<file path="config.mk">
export PLATFORM = sky130hd
export DESIGN_NAME = disp_src_arbiter
export DESIGN_NICKNAME = d
export VERILOG_FILES = /design/src/rtl/disp_pkg.sv /design/src/rtl/disp_rr_pick.sv /design/src/rtl/disp_src_arbiter.sv
export SDC_FILE = /design/constraint.sdc
export NUM_CORES = 1
export LEC_CHECK = 0
export ABC_CLOCK_PERIOD_IN_PS = 2450
export CELL_PAD_IN_SITES_DETAIL_PLACEMENT = 0
export CELL_PAD_IN_SITES_GLOBAL_PLACEMENT = 2
export CORE_AREA = 4 4 111 193
export DETAILED_ROUTE_END_ITERATION = 8
export DIE_AREA = 0 0 115 197
export GPL_TIMING_DRIVEN = 0
export PLACE_DENSITY = 0.89
export SLEW_MARGIN = 10
export SYNTH_ARGS = -nofsm -noshare
export SYNTH_HDL_FRONTEND = slang
export SYNTH_HIERARCHICAL = 1
export SYNTH_SLANG_ARGS = --single-unit
</file>
<file path="constraint.sdc">
create_clock -name fpga_clk -period 2.45 [get_ports fpga_clk]
set_input_delay 0.49 -clock fpga_clk [delete_from_list [all_inputs] [get_ports fpga_clk]]
set_output_delay 0.49 -clock fpga_clk [all_outputs]
set_load 0.01 [all_outputs]
</file>
<file path="src/rtl/disp_pkg.sv">
// ============================================================================
// Module   : disp_pkg
// Brief    : Shared types and constants for the display source arbiter.
// Revision : 1.0 - initial release
// ============================================================================
`default_nettype none

package disp_pkg;

    // Arbiter state encoding
    typedef enum logic [1:0] {
        IDLE = 2'd0,
        SHOW = 2'd1,
        HOLD = 2'd2
    } disp_state_t;

    localparam int DEF_NUM_SRC   = 4;
    localparam int DEF_DWELL_CYC = 50000000;
    localparam int DEF_CNT_W     = 26;

    // Short dwell used by simulation benches
    localparam int DWELL_SIM     = 4;

    // Width of a source index as presented on disp_src
    localparam int SRC_IDX_W     = 4;

endpackage

`default_nettype wire

</file>
<file path="src/rtl/disp_rr_pick.sv">
// ============================================================================
// Module   : disp_rr_pick
// Brief    : Combinational round-robin picker. Returns the first requester
//            strictly after the pointer, wrapping around to the pointer
//            itself last.
// Revision : 1.0 - initial release
// ============================================================================
`default_nettype none

module disp_rr_pick
    import disp_pkg::*;
#(
    parameter int NUM_SRC = DEF_NUM_SRC
) (
    input  logic [NUM_SRC-1:0]   req,
    input  logic [SRC_IDX_W-1:0] ptr,
    output logic [NUM_SRC-1:0]   winner,
    output logic [SRC_IDX_W-1:0] win_idx,
    output logic                 any_req
);

    logic [NUM_SRC-1:0] above;
    logic               found;

    // Prefer requesters above the pointer; otherwise take the lowest requester
    always_comb begin
        above   = '0;
        winner  = '0;
        win_idx = '0;
        found   = 1'b0;
        any_req = |req;
        for (int i = 0; i < NUM_SRC; i++) begin
            above[i] = (i > int'(ptr)) && req[i];
        end
        for (int i = 0; i < NUM_SRC; i++) begin
            if (!found && above[i]) begin
                found     = 1'b1;
                winner[i] = 1'b1;
                win_idx   = SRC_IDX_W'(i);
            end
        end
        for (int i = 0; i < NUM_SRC; i++) begin
            if (!found && req[i]) begin
                found     = 1'b1;
                winner[i] = 1'b1;
                win_idx   = SRC_IDX_W'(i);
            end
        end
    end

endmodule

`default_nettype wire

</file>
<file path="src/rtl/disp_src_arbiter.sv">
// ============================================================================
// Module   : disp_src_arbiter
// Brief    : Time-shares the seven-segment display between debug sources,
//            round-robin with a fixed dwell, manual advance and freeze.
//            Build option DISP_SRC_TAG_EN puts the source index into
//            disp_data[31:28].
// Revision : 1.0 - initial release
// ============================================================================
`default_nettype none

module disp_src_arbiter
    import disp_pkg::*;
#(
    parameter int NUM_SRC   = DEF_NUM_SRC,
    parameter int DWELL_CYC = DEF_DWELL_CYC,
    parameter int CNT_W     = DEF_CNT_W
) (
    input  logic                    fpga_clk,
    input  logic                    fpga_rst,
    input  logic [NUM_SRC-1:0]      src_req,
    input  logic [NUM_SRC*32-1:0]   src_data,
    input  logic                    next_pls,
    input  logic                    hold,
    output logic [NUM_SRC-1:0]      grant,
    output logic                    grant_valid,
    output logic [SRC_IDX_W-1:0]    disp_src,
    output logic [31:0]             disp_data
);

    localparam logic [CNT_W-1:0] CNT_LOAD = CNT_W'(DWELL_CYC - 1);

    disp_state_t            state;
    logic [CNT_W-1:0]       cnt;
    logic [SRC_IDX_W-1:0]   ptr;

    logic [NUM_SRC-1:0]     pick_oh;
    logic [SRC_IDX_W-1:0]   pick_idx;
    logic                   pick_any;
    logic [31:0]            cur_word;
    logic [31:0]            show_word;
    logic                   cur_req;
    logic                   trigger;

    // The pointer always holds the last winner, so the pick is "next after it"
    disp_rr_pick #(
        .NUM_SRC (NUM_SRC)
    ) u_pick (
        .req     (src_req),
        .ptr     (ptr),
        .winner  (pick_oh),
        .win_idx (pick_idx),
        .any_req (pick_any)
    );

    // Select the word of the currently granted source via the one-hot grant
    always_comb begin
        cur_word = '0;
        for (int i = 0; i < NUM_SRC; i++) begin
            if (grant[i]) begin
                cur_word = src_data[i*32 +: 32];
            end
        end
    end

    // Optionally overlay the source index on the leftmost digit
    always_comb begin
        show_word = cur_word;
`ifdef DISP_SRC_TAG_EN
        show_word[31:28] = disp_src;
`endif
    end

    assign cur_req = |(src_req & grant);
    // Expiry and next_pls collapse into one trigger, so they advance only once
    assign trigger = (cnt == '0) || next_pls || !cur_req;

    // Arbitration state machine with registered outputs
    always_ff @(posedge fpga_clk or negedge fpga_rst) begin
        if (!fpga_rst) begin
            state       <= IDLE;
            grant       <= '0;
            grant_valid <= 1'b0;
            disp_src    <= '0;
            disp_data   <= '0;
            cnt         <= '0;
            ptr         <= SRC_IDX_W'(NUM_SRC - 1);
        end else begin
            case (state)
                IDLE: begin
                    if (pick_any) begin
                        state       <= SHOW;
                        grant       <= pick_oh;
                        disp_src    <= pick_idx;
                        grant_valid <= 1'b1;
                        cnt         <= CNT_LOAD;
                        ptr         <= pick_idx;
                    end
                end
                SHOW: begin
                    if (hold) begin
                        state <= HOLD;
                    end else begin
                        disp_data <= show_word;
                        if (trigger) begin
                            if (pick_any) begin
                                grant    <= pick_oh;
                                disp_src <= pick_idx;
                                cnt      <= CNT_LOAD;
                                ptr      <= pick_idx;
                            end else begin
                                state       <= IDLE;
                                grant       <= '0;
                                grant_valid <= 1'b0;
                                disp_src    <= '0;
                                disp_data   <= '0;
                                cnt         <= '0;
                            end
                        end else begin
                            cnt <= cnt - CNT_W'(1);
                        end
                    end
                end
                HOLD: begin
                    // Everything stays frozen; any pending trigger is seen in SHOW
                    if (!hold) begin
                        state <= SHOW;
                    end
                end
                default: begin
                    state <= IDLE;
                end
            endcase
        end
    end

endmodule

`default_nettype wire

</file>
======== After elaboration in Yosys (flattened, before gate mapping) ========
Cells that the tools add are included.
storage, ports and cells
  input bits .............................. 136
  bits in registers ....................... 73
  output and inout port bits .............. 41
  logic and storage cells ................. 106
cells by class
  add/sub/neg operators ................... 1
  $lt $le $gt $ge ......................... 3
  bitwise logic cells ..................... 2
  muxes and demuxes ....................... 55
  equality and inequality tests ........... 9
  reductions and logical operators ........ 29
operator list
  kind                   count
  $mux 32                6
  $mux 26                4
  $pmux 26 s2            1
  $mux 4                 11
  $logic_not 26->1       1
  $sub 26x1->26 const B  1
  $pmux 4 s2             3
  $mux 2                 11
  $mux 1                 17
  $ne 2x2->1 const B     5
  $logic_and 1x1->1      9
  $gt 2x4->1 const A     2
  $reduce_and 4->1       2
  $reduce_or 4->1        2
  $logic_not 1->1        7
  $ne 3x3->1 const B     2
  $pmux 2 s3             1
  $reduce_and 3->1       2
  $reduce_and 5->1       1
  $and 4x4->4            1
  $gt 1x4->1 const A     1
  $eq 2x1->1 const B     1
  $eq 2x2->1 const B     1
  $logic_not 2->1        1
  5 further kinds        6

======== Logic depth before layout (Yosys ltp) ========
Gate-level depths: netlist of run 1.
  depth after elaboration ................. 25
  depth in mapped cells ................... 9
  gate-level depth less buffers ........... 7

======== Modules after synthesis ========
The synthesis of run 1 kept the hierarchy.
by module, submodules not included
  module            instances  cells each  area each (µm²)
  disp_src_arbiter  1          472         4337.9
  disp_rr_pick      1          29          167.7

======== Worst setup path before layout of run 1 ========
No wires, ideal clock.
  kind .................................... register -> register
  from .................................... register cnt[0]
  to ...................................... register ptr[2]
  required time ........................... 2325 ps
  setup slack ............................. 135 ps
  stages on the path, launching flop included .. 8
  setup time .............................. 125 ps
  arrival time ............................ 2190 ps
  path through ............................ dfrtp_1 inv_1 ha_1 nor4b_4 nand4_4 o311a_1 a211oi_4 mux2_4
on the way
  cells in the longest elaborated chain, start to end .. 5
RTL lines
  what                               line                     text
  from (decl)                        disp_src_arbiter.sv:33   logic [CNT_W-1:0] cnt;
  from (signal assigned)             disp_src_arbiter.sv:119  cnt <= cnt - CNT_W'(1);
  $logic_not 26->1                   disp_src_arbiter.sv:75   assign trigger = (cnt == '0) || next_pls || !cur_req;
  $logic_or 1x1->1 (2 in a row)      disp_src_arbiter.sv:75
  $ne 2x2->1 (no source line)        -
  $reduce_and 3->1 (no source line)  -
  to (signal assigned)               disp_src_arbiter.sv:86   ptr <= SRC_IDX_W'(NUM_SRC - 1);
  to (signal assigned)               disp_src_arbiter.sv:96   ptr <= pick_idx;
  to (signal assigned)               disp_src_arbiter.sv:109  ptr <= pick_idx;
  to (decl)                          disp_src_arbiter.sv:34   logic [SRC_IDX_W-1:0] ptr;
Every way passes these cells.
A chain may end at the register's enable or synchronous reset.

======== Worst setup path in the final report of run 1 ========
  from .................................... register cnt[1]
  to ...................................... register ptr[3]
The elaborated chain is that of the path after synthesis.

==> parameters.txt, run 1 <==
Parameter                              Value

Status
  Outcome    finished, final reports clean

STA
  Setup repair after global routing missed its margin    yes
  Max Fclk    0.4215 GHz
  Hold Violations, Final    0
  Final worst clock skew    10.90 ps
  Minimum clock period    2373 ps
  Slew @ Worst Pin    a little under 700 ps
  Part of the cycle the worst path needs    0.9684
  Max transition margin    0.5400
  Number of setup violations in the final report    0
  Count of pins over their slew limit    0

CTS
  CTS tree    done
  Sinks on Clock Net    73
  Maximum buffer depth of the clock tree    2
  H-Tree Depth    3
  Clock edge transition at the registers on the reported setup and hold paths    60 ps
  TritonCTS buffer count    9
  CTS root buf    clkbuf_16
  Number of buffers inserted for hold repair after clock tree synthesis    0
  Clk_lat worst skew    340 ps

Critical path
  Largest driver fanout on the critical path    5
  Worst reg2reg startpoint    cnt[1]
  Buf+Inv Stages, Crit Path    2
  Slowest library cell on the worst path    o311a_4
  Register-to-Register Setup Slack    80 ps
  Largest delay share family, worst path    compound AO/OA/AOI/OAI gates
  Startpoint kind of the worst setup timing path    flip-flop
  Data arrival at the endpoint of the critical path    about 2600 ps
  Critical path cell sequence    inv_2 > ha_4 > nor4b_4 > nand4_4 > o311a_4 > a211oi_4 > buf_12 > mux2_4
  Reg2reg path depth    8
  Worst Setup End Kind    flip-flop
  Setup CP Type    reg -> reg
  Highest cell delay on the worst timing path    400 ps
  End of the worst register-to-register path    ptr[3]
  Required arrival time at the worst endpoint    2670 ps

Global route
  Leftover overflow at the end of global routing    0
  Number of antenna violations at the first check in global routing    0
  Global routing usage summed across all routing layers    0.1552
  Wire length of the first global-routing pass    27350 um
  Maximum number of pins on one net before global-route repair    57
  Number of global-route vias before repair    4966

Floorplan
  Die Y-Extent    about 200 um
  Die outline width    115 um
  Effective utilization at floorplan    0.2283
  Standard cell core area    between 15000 and 20000 um2
  Row count    roughly 70
  Top-level port count    around 180
  Area of the die    22660 um2

Route
  Antenna Nets Post-Route    0
  Number of DRC markers after the initial detailed-route iteration    216
  Routed length per instance    18.85 um
  Count of TritonRoute iterations in the first routing pass    6
  Drt drc    0
  Total detailed-routing wirelength    about 18000 um
  Avg Vias per Cell    5.028
  Vias after detailed routing    4807

Synth
  Predominant post-synthesis flop cell    dfrtp_1
  Sequential area share after synthesis    0.4060
  Fraction of synthesized cell area taken by the top area cell type    0.3943
  Synth Area per Inst    between 8 and 9 um2
  Synth unique cells    69
  Post-Synthesis Cells    ~500
  Dominant cell type by area after synthesis    dfrtp_1
  Cell Area, Synth    4506 um2
  Synthesis warning total    6
  Async SR Flop Fraction    1.000
  Synth area leaders    dfrtp_1, a221oi_1, nor3_1
  Count of flip-flops with a built-in enable after synthesis    0
  Register bit total from synthesis    73

Pwr
  Reported leakage power    roughly 0.0028 uW
  Power density cells    1103 nW/um2
  Worst IR Drop VDD    0.4287 mV

Placed design
  Final weighted congestion in routability-driven placement    between 0.8 and 0.9
  Buffers added on ports    around 180
  Detailed Place HPWL    ~14000 um
  Post-DP Area    6603 um2
  Post-placement cell count    924

Layout
  Layout cells sized above 1    0.1421
  P&R area growth vs syn    61.93%
  Fin util    0.3696
  Layout Nets    843
  Number of standard cells in the layout, taps in and fillers out    ~960
  Final antenna diode count    0
  Most used cells in the layout excluding fill and tap cells    clkdlybuf4s50_1, dfrtp_1, nor3_1, o21ai_0, nand2_1
  Number of inserted filler cells in the final layout    between 2000 and 2500
  Fin area    7296 um2
  Most frequent standard cell in the layout excluding fill and tap cells    clkdlybuf4s50_1

Job
  Max-cap violation count    0

Hold path
  Type of the most critical hold path    in -> async
[Yosys cell counts (5+ instances only)]
master,count
a21o_1,6
nor2_1,18
nand3_1,7
a221o_1,6
a221oi_1,36
nor2b_1,36
dfrtp_1,71
nand2_1,46
a21oi_1,41
nor3_1,46
clkbuf_1,36
o21ai_0,45
nor4_1,8
a22o_1,10
nand2b_1,5
[layout make-up]
class	instances	area [um2]	share of cell area
Multi-Input combinational cell	383	2635	0.3612
Timing Repair Buffer	195	1947	0.2668
Sequential cell	73	1829	0.2507
Tap cell	245	306.5	0.04202
Clock buffer	11	242.7	0.03327
Buffer	41	221.5	0.03035
Clock inverter	5	102.6	0.01406
Inverter	3	11.26	0.001543
[worst max path at each step]
stage | startpoint | endpoint | slack [ps] | depth (start not counted)
6_report | cnt[1] | ptr[3] | 80 | 8
3_3_place_gp | fpga_rst | disp_data[14] | -1910 | 1
3_5_place_dp | src_req[2] | cnt[9] | -830 | 8
5_1_grt | cnt[0] | cnt[20] | -30 | 9
4_1_cts | cnt[0] | grant_valid | -160 | 8
2_1_floorplan | cnt[0] | ptr[2] | 140 | 7
[metal layers]
metal / wire length, um / global-route usage
met3: 935 / 0.03164
met1: 6406 / 0.1629
met4: 467 / 0.05918
met5: 0 / 0
met2: 10210 / 0.2953
[sequential cells by signal, indices dropped and copies added, names as in the netlist]
| signal | cells |
|---|---|
| grant | 4 |
| disp_data | 32 |
| disp_src | 4 |
| cnt | 26 |
| ptr | 4 |
| grant_valid | 1 |
| state | 2 |
[worst reg2reg max path: stages (launching register included)]
cell	delay, ps
dfrtp_1	380
inv_2	80
ha_4	150
nor4b_4	320
nand4_4	220
o311a_4	400
a211oi_4	250
buf_12	150
mux2_4	290
[power by group]
group          internal, uW  switching (uW)  total [uW]
clock                  1020             532        1550
combinational          2100            2320        4420
sequential             1650             419        2070
total                  4780            3270        8050
[cell families (layout without fill, tap and decap cells)]
group / after synthesis / count (layout) / share of synthesized area
other cells: 1 / 2 / 0.0008323
mux: 4 / 4 / 0.01333
flops: 73 / 73 / 0.4060
buf+inv: 47 / 255 / 0.04471
simple gates: 195 / 195 / 0.2477
compound gates: 180 / 181 / 0.2846
fa+ha+maj: 1 / 1 / 0.002777
[per-stage QoR]
stage          setup WS, ps  total power (uW)  hold slack (ps)  TNS (ps)
2_1_floorplan         135.3              4468            194.4         0
3_3_place_gp          -1908              6192            461.6   -182460
3_5_place_dp         -833.6              6211            388.4    -43040
4_1_cts              -159.3              7951            24.45     -4723
5_1_grt              -33.12              8628            36.50    -139.4
6_report              77.33              8047            23.29         0
[timing repair]
action,4_1_cts,5_1_grt
setup buffers,8,8
endpoints found under the setup margin,71,64
pin swaps,6,11
gates resized for setup,20,46
cloned,2,1
No activity file was read; power rests on OpenSTA's default activity.
==> run 2: changes to the inputs <==
Settings changed: CORE_AREA 4 4 111 193 to 4 4 133 161, DIE_AREA 0 0 115 197 to 0 0 137 165, SETUP_SLACK_MARGIN set to 0.4.
==> parameters.txt, run 2 (same netlist as run 1, synthesis figures left out) <==
Parameter                              Value

Status
  Outcome    finished, final reports clean

Route
  Avg Vias per Cell    4.854 (-3.5%)
  Antenna Nets Post-Route    0 (unchanged)
  Routed length per instance    17.50 um (-7.2%)
  Count of TritonRoute iterations in the first routing pass    4 (-2)
  Total detailed-routing wirelength    17260 um (-4.3%)
  Number of DRC markers after the initial detailed-route iteration    174 (-19%)
  Drt drc    0 (unchanged)
  Vias after detailed routing    4786 (-0.44%)

Critical path
  Slowest library cell on the worst path    or4_4
  Setup CP Type    reg -> reg
  Buf+Inv Stages, Crit Path    1 (-1)
  Highest cell delay on the worst timing path    560 ps (+160 ps)
  Largest driver fanout on the critical path    4 (-1)
  Worst Setup End Kind    flip-flop
  Largest delay share family, worst path    simple AND/OR/NAND/NOR gates
  Required arrival time at the worst endpoint    2660 ps (about the same)
  Startpoint kind of the worst setup timing path    flip-flop
  Critical path cell sequence    or4_4 > buf_8 > nor4_2 > nand2_1 > o221a_2 > a311o_1
  Data arrival at the endpoint of the critical path    2530 ps (-70 ps)

Layout
  Final antenna diode count    0 (unchanged)
  Biggest registers after layout    disp_data: 32 flops, cnt: 26 flops
  P&R area growth vs syn    66.59%
  Most frequent standard cell in the layout excluding fill and tap cells    clkdlybuf4s50_1
  Most used cells in the layout excluding fill and tap cells    clkdlybuf4s50_1, dfrtp_1, nor3_1, o21ai_0, nand2_1
  Max FFs per register    32 (unchanged)
  Number of inserted filler cells in the final layout    2101 (+1.5%)
  Layout Nets    853 (+1.2%)
  Number of standard cells in the layout, taps in and fillers out    986 (+3.1%)
  Fin area    7506 um2 (+2.9%)
  Layout cells sized above 1    0.1650 (+0.02300)
  Most flops, register    disp_data

CTS
  TritonCTS buffer count    9 (unchanged)
  H-Tree Depth    3 (unchanged)
  CTS tree    done
  Clk_lat worst skew    330 ps (about the same)
  CTS root buf    clkbuf_16
  Sinks on Clock Net    73 (unchanged)
  Maximum buffer depth of the clock tree    2 (unchanged)
  Number of buffers inserted for hold repair after clock tree synthesis    0 (unchanged)
  Clock edge transition at the registers on the reported setup and hold paths    60 ps (about the same)

Placed design
  Post-placement cell count    944 (+2.2%)
  Buffers added on ports    176 (unchanged)
  Detailed Place HPWL    12850 um (-7.6%)
  Post-DP Area    6683 um2 (+1.2%)
  Final weighted congestion in routability-driven placement    0.7764 (-7.9%)

STA
  Minimum clock period    2324 ps (-48.56 ps)
  Worst hold margin    121.3 ps (+98.00 ps)
  Slew @ Worst Pin    525.9 ps (-164.1 ps)
  Number of setup violations in the final report    0 (unchanged)
  Hold Violations, Final    0 (unchanged)
  Count of pins over their slew limit    0 (unchanged)
  Final worst clock skew    8.436 ps (-2.465 ps)
  Max Fclk    0.4303 GHz (+2.1%)
  Part of the cycle the worst path needs    0.9486 (-0.01982)
  Setup repair after global routing missed its margin    yes
  Max transition margin    0.6494 (+0.1094)

Floorplan
  Area of the die    22610 um2 (-0.22%)
  Die Y-Extent    165 um (-16%)
  Effective utilization at floorplan    0.2256 (-0.002632)
  Row count    57 (-16%)
  Top-level port count    177 (unchanged)
  Die outline width    137 um (+19%)
  Standard cell core area    19970 um2 (+1.2%)

Global route
  Number of global-route vias before repair    4888 (-1.6%)
  Leftover overflow at the end of global routing    0 (unchanged)
  Wire length of the first global-routing pass    26670 um (-2.5%)
  Number of antenna violations at the first check in global routing    0 (unchanged)
  Maximum number of pins on one net before global-route repair    42 (-26%)
  Global routing usage summed across all routing layers    0.1498 (-0.005369)

Pwr
  Reported leakage power    0.002853 uW (+2.5%)
  Power density cells    1070 nW/um2 (-3.0%)
  Worst IR Drop VDD    0.4116 mV (-4.0%)
  Power after layout    8028 uW (-0.24%)

Job
  Max-cap violation count    0 (unchanged)

Hold path
  Type of the most critical hold path    in -> async
-- run 2: cell types whose count changed in the layout (fill, tap and decap cells not counted), moves of 3 or more --
cell | before | now
clkbuf_8 | 1 | 5
buf_4 | 16 | 19
buf_12 | 1 | 6
a221oi_2 | 1 | 4
a221oi_1 | 35 | 32
dlygate4sd2_1 | 1 | 4
-- run 2: worst register-to-register path: stages (launching register included) --
cell and delay (ps):
dfrtp_1 420, or4_4 560, buf_8 140, nor4_2 270
nand2_1 210, o221a_2 290, a311o_1 310
-- run 2: timing repair --
action	CTS	global route
setup endpoints to repair	72	72
pin swaps	9	13
cloned	1	1
setup buffers	19	5
gates resized for setup	51	17
-- run 2: stage by stage --
stage / setup slack (ps) / setup TNS [ps] / util
6_report: 125.9 / 0 / 0.3759
4_1_cts: 124.1 / 0 / 0.3695
5_1_grt: 14.83 / 0 / 0.3759
3_5_place_dp: -855.2 / -36940 / 0.3346
2_1_floorplan: 140.6 / 0 / -
3_3_place_gp: -2277 / -180800 / 0.3334
-- run 2: where the power goes --
part	internal [uW]	switching, uW
combinational	2260	2370
sequential	1650	399
clock	820	522
-- run 2: routing by layer --
metal	share of wire	wire, um	track usage
met5	0	0	0
met4	0.0098	169	0.03947
met3	0.057	975	0.03352
met2	0.52	8952	0.2655
met1	0.41	7157	0.1822
-- run 2: cell type report --
| type | instances | area [um2] | share of cell area |
|---|---|---|---|
| clock inverters | 4 | 52.55 | 0.007001 |
| inverters | 3 | 11.26 | 0.001500 |
| plain buffers | 44 | 277.8 | 0.03701 |
| well taps | 265 | 331.6 | 0.04417 |
| clock buffers | 12 | 246.5 | 0.03284 |
| flip-flops and latches | 73 | 1831 | 0.2439 |
| repair buffers | 203 | 2066 | 0.2752 |
| multi-input cells | 382 | 2690 | 0.3584 |
-- run 2: path summary, 6_finish.rpt --
path                                    from            to  slack [ps]  cells past startpoint
worst max register to register        cnt[1]       cnt[21]         130                      6
worst max-delay path                  cnt[1]       cnt[21]         130                      6
worst min register to register  disp_data[7]  disp_data[7]         470                      2
worst min-delay path                fpga_rst       cnt[19]         120                      1
max in group asynchronous           fpga_rst        ptr[0]        1710                      2
min in group fpga_clk           disp_data[7]  disp_data[7]         470                      2
==> run 3: changes to the inputs <==
Settings changed: ABC_CLOCK_PERIOD_IN_PS 2450 to 2970, CORE_AREA 4 4 133 161 to 4 4 123 149, DIE_AREA 0 0 137 165 to 0 0 127 153, PLACE_DENSITY 0.89 to 0.95, SLEW_MARGIN 10 to 20.
Clock period 2.45 ns to 2.97 ns, I/O delays scaled along.
==> parameters.txt, run 3 (same netlist as run 1, synthesis figures left out) <==
Parameter                              Value

Critical path
  Slowest library cell on the worst path    or4_1
  Startpoint kind of the worst setup timing path    flip-flop
  Reg2reg path depth    6 (unchanged)
  Required arrival time at the worst endpoint    3180 ps (+520 ps)
  Worst reg2reg startpoint    cnt[2]
  Data arrival at the endpoint of the critical path    2720 ps (+190 ps)
  Buf+Inv Stages, Crit Path    1 (unchanged)
  Register-to-Register Setup Slack    460 ps (+340 ps)
  Largest delay share family, worst path    simple AND/OR/NAND/NOR gates
  Setup CP Type    reg -> reg
  End of the worst register-to-register path    cnt[21]
  Largest driver fanout on the critical path    7 (+3)
  Critical path cell sequence    or4_1 > clkbuf_1 > nor4_1 > nand2_1 > o221a_2 > a311o_1
  Highest cell delay on the worst timing path    480 ps (-80 ps)
  Cell depth of the worst setup path    6 (unchanged)
  Worst Setup End Kind    flip-flop

Layout
  Layout Nets    837 (-1.9%)
  Number of inserted filler cells in the final layout    1744 (-17%)
  Fin util    0.4177 (+0.04183)
  Most used cells in the layout excluding fill and tap cells    clkdlybuf4s50_1, dfrtp_1, o21ai_0
  Reg area    1829 um2 (about the same)
  Number of standard cells in the layout, taps in and fillers out    921 (-6.6%)
  Most frequent standard cell in the layout excluding fill and tap cells    clkdlybuf4s50_1
  Layout cells sized above 1    0.1135 (-0.05157)
  Biggest registers after layout    disp_data: 32 flops, cnt: 26 flops
  Most flops, register    disp_data
  P&R area growth vs syn    55.62%
  Max FFs per register    32 (unchanged)
  Multi-input gate area    2542 um2 (-5.5%)
  Final antenna diode count    0 (unchanged)

STA
  Minimum clock period    2505 ps (+181.2 ps)
  Count of pins over their slew limit    0 (unchanged)
  Max transition margin    0.6105 (-0.03883)
  Setup repair after global routing missed its margin    yes
  Number of setup violations in the final report    0 (unchanged)
  Max Fclk    0.3992 GHz (-7.2%)
  Part of the cycle the worst path needs    0.8435 (-0.1051)
  Worst hold margin    163.0 ps (+41.66 ps)
  Final sum of negative setup slack    0 ps (unchanged)
  Final worst clock skew    6.885 ps (-1.551 ps)
  Hold Violations, Final    0 (unchanged)
  Final Worst Setup Slack    464.7 ps (+338.8 ps)
  Slew @ Worst Pin    584.2 ps (+58.25 ps)

Placed design
  Post-placement cell count    895 (-5.2%)
  Final weighted congestion in routability-driven placement    0.8341 (+7.4%)
  Buffers added on ports    176 (unchanged)
  Detailed Place HPWL    13120 um (+2.1%)
  Post-placement setup slack    -318.4 ps (+536.8 ps)

Pwr
  Worst IR Drop VDD    0.4336 mV (+5.3%)
  Reported leakage power    0.002651 uW (-7.1%)
  Power density cells    881.8 nW/um2 (-18%)

Status
  Outcome    finished, final reports clean

CTS
  CTS root buf    clkbuf_16
  CTS tree    done
  Maximum buffer depth of the clock tree    2 (unchanged)
  Clock edge transition at the registers on the reported setup and hold paths    60 ps (about the same)
  Clk_lat worst skew    330 ps (about the same)
  Number of buffers inserted for hold repair after clock tree synthesis    0 (unchanged)
  H-Tree Depth    3 (unchanged)
  Sinks on Clock Net    73 (unchanged)
  TritonCTS buffer count    9 (unchanged)

Route
  Total detailed-routing wirelength    16540 um (-4.1%)
  Routed length per instance    17.96 um (+2.6%)
  Antenna Nets Post-Route    0 (unchanged)
  Number of DRC markers after the initial detailed-route iteration    217 (+25%)
  Vias after detailed routing    4800 (+0.29%)
  Drt drc    0 (unchanged)
  Count of TritonRoute iterations in the first routing pass    4 (unchanged)
  Avg Vias per Cell    5.212 (+7.4%)

Floorplan
  Die Y-Extent    153 um (-7.3%)
  Row count    52 (-8.8%)
  Standard cell core area    16790 um2 (-16%)
  Die outline width    127 um (-7.3%)
  Effective utilization at floorplan    0.2684 (+0.04278)
  Area of the die    19430 um2 (-14%)
  Top-level port count    177 (unchanged)

Job
  Max-cap violation count    0 (unchanged)

Global route
  Leftover overflow at the end of global routing    0 (unchanged)
  Wire length of the first global-routing pass    26630 um (-0.13%)
  Global routing usage summed across all routing layers    0.1696 (+0.01973)
  Number of global-route vias before repair    5114 (+4.6%)
  Maximum number of pins on one net before global-route repair    51 (+21%)
  Number of antenna violations at the first check in global routing    0 (unchanged)

Hold path
  Type of the most critical hold path    in -> async
[run 3: cell types whose count changed in the layout (fill, tap and decap cells not counted), sizes merged]
cell / delta
buf: -14
clkbuf: -1
clkinv: -1
[run 3: worst reg2reg max path, cell delays in order, from the launching register on]
cell and delay (ps):
dfrtp_1 460, or4_1 480, clkbuf_1 180, nor4_1 440
nand2_1 220, o221a_2 290, a311o_1 310
[run 3: area by class of cell]
type	instances	share of cell area
Buffer	44	0.02837
Inverter	3	0.001606
Multi-Input combinational cell	382	0.3626
Sequential cell	73	0.2609
Tap cell	216	0.03854
Clock buffer	13	0.03569
Clock inverter	3	0.005710
Timing Repair Buffer	187	0.2666
[run 3: repair_timing]
item                       CTS  global route
setup endpoints to repair   69            49
buffers inserted             7             3
pin swaps                    2             4
resized for setup           17            12
[run 3: worst max path at each step]
| stage | start | end | slack (ps) |
|---|---|---|---|
| after detailed placement | src_req[2] | cnt[9] | -320 |
| after floorplan | cnt[0] | ptr[2] | 660 |
| final | cnt[2] | cnt[21] | 460 |
| after global placement | fpga_rst | disp_data[11] | -1280 |
| after global routing | cnt[2] | cnt[21] | 390 |
| after CTS | cnt[0] | disp_data[26] | 420 |
[run 3: per-layer routing]
metal  wire length [um]  vias up  share of wire  GRT usage
li1                   -     2307              -          -
met1               6286     2294           0.38     0.1915
met2               8547      183           0.52     0.3025
met3               1501       16          0.091    0.06248
met4                205        0          0.012    0.03935
met5                  0        -              0          0
[run 3: stage by stage]
step,instance area [um2],total power [uW]
after floorplan,4509,3685
after global placement,6541,4954
after detailed placement,6566,5019
after CTS,6962,6184
after global routing,7012,6676
final,7012,6183
[run 3: power breakdown]
part | total, uW | switching (uW) | internal, uW
Clock | 1080 | 408 | 672
Combinational | 3410 | 1790 | 1630
Sequential | 1690 | 323 | 1370
Total | 6180 | 2520 | 3660
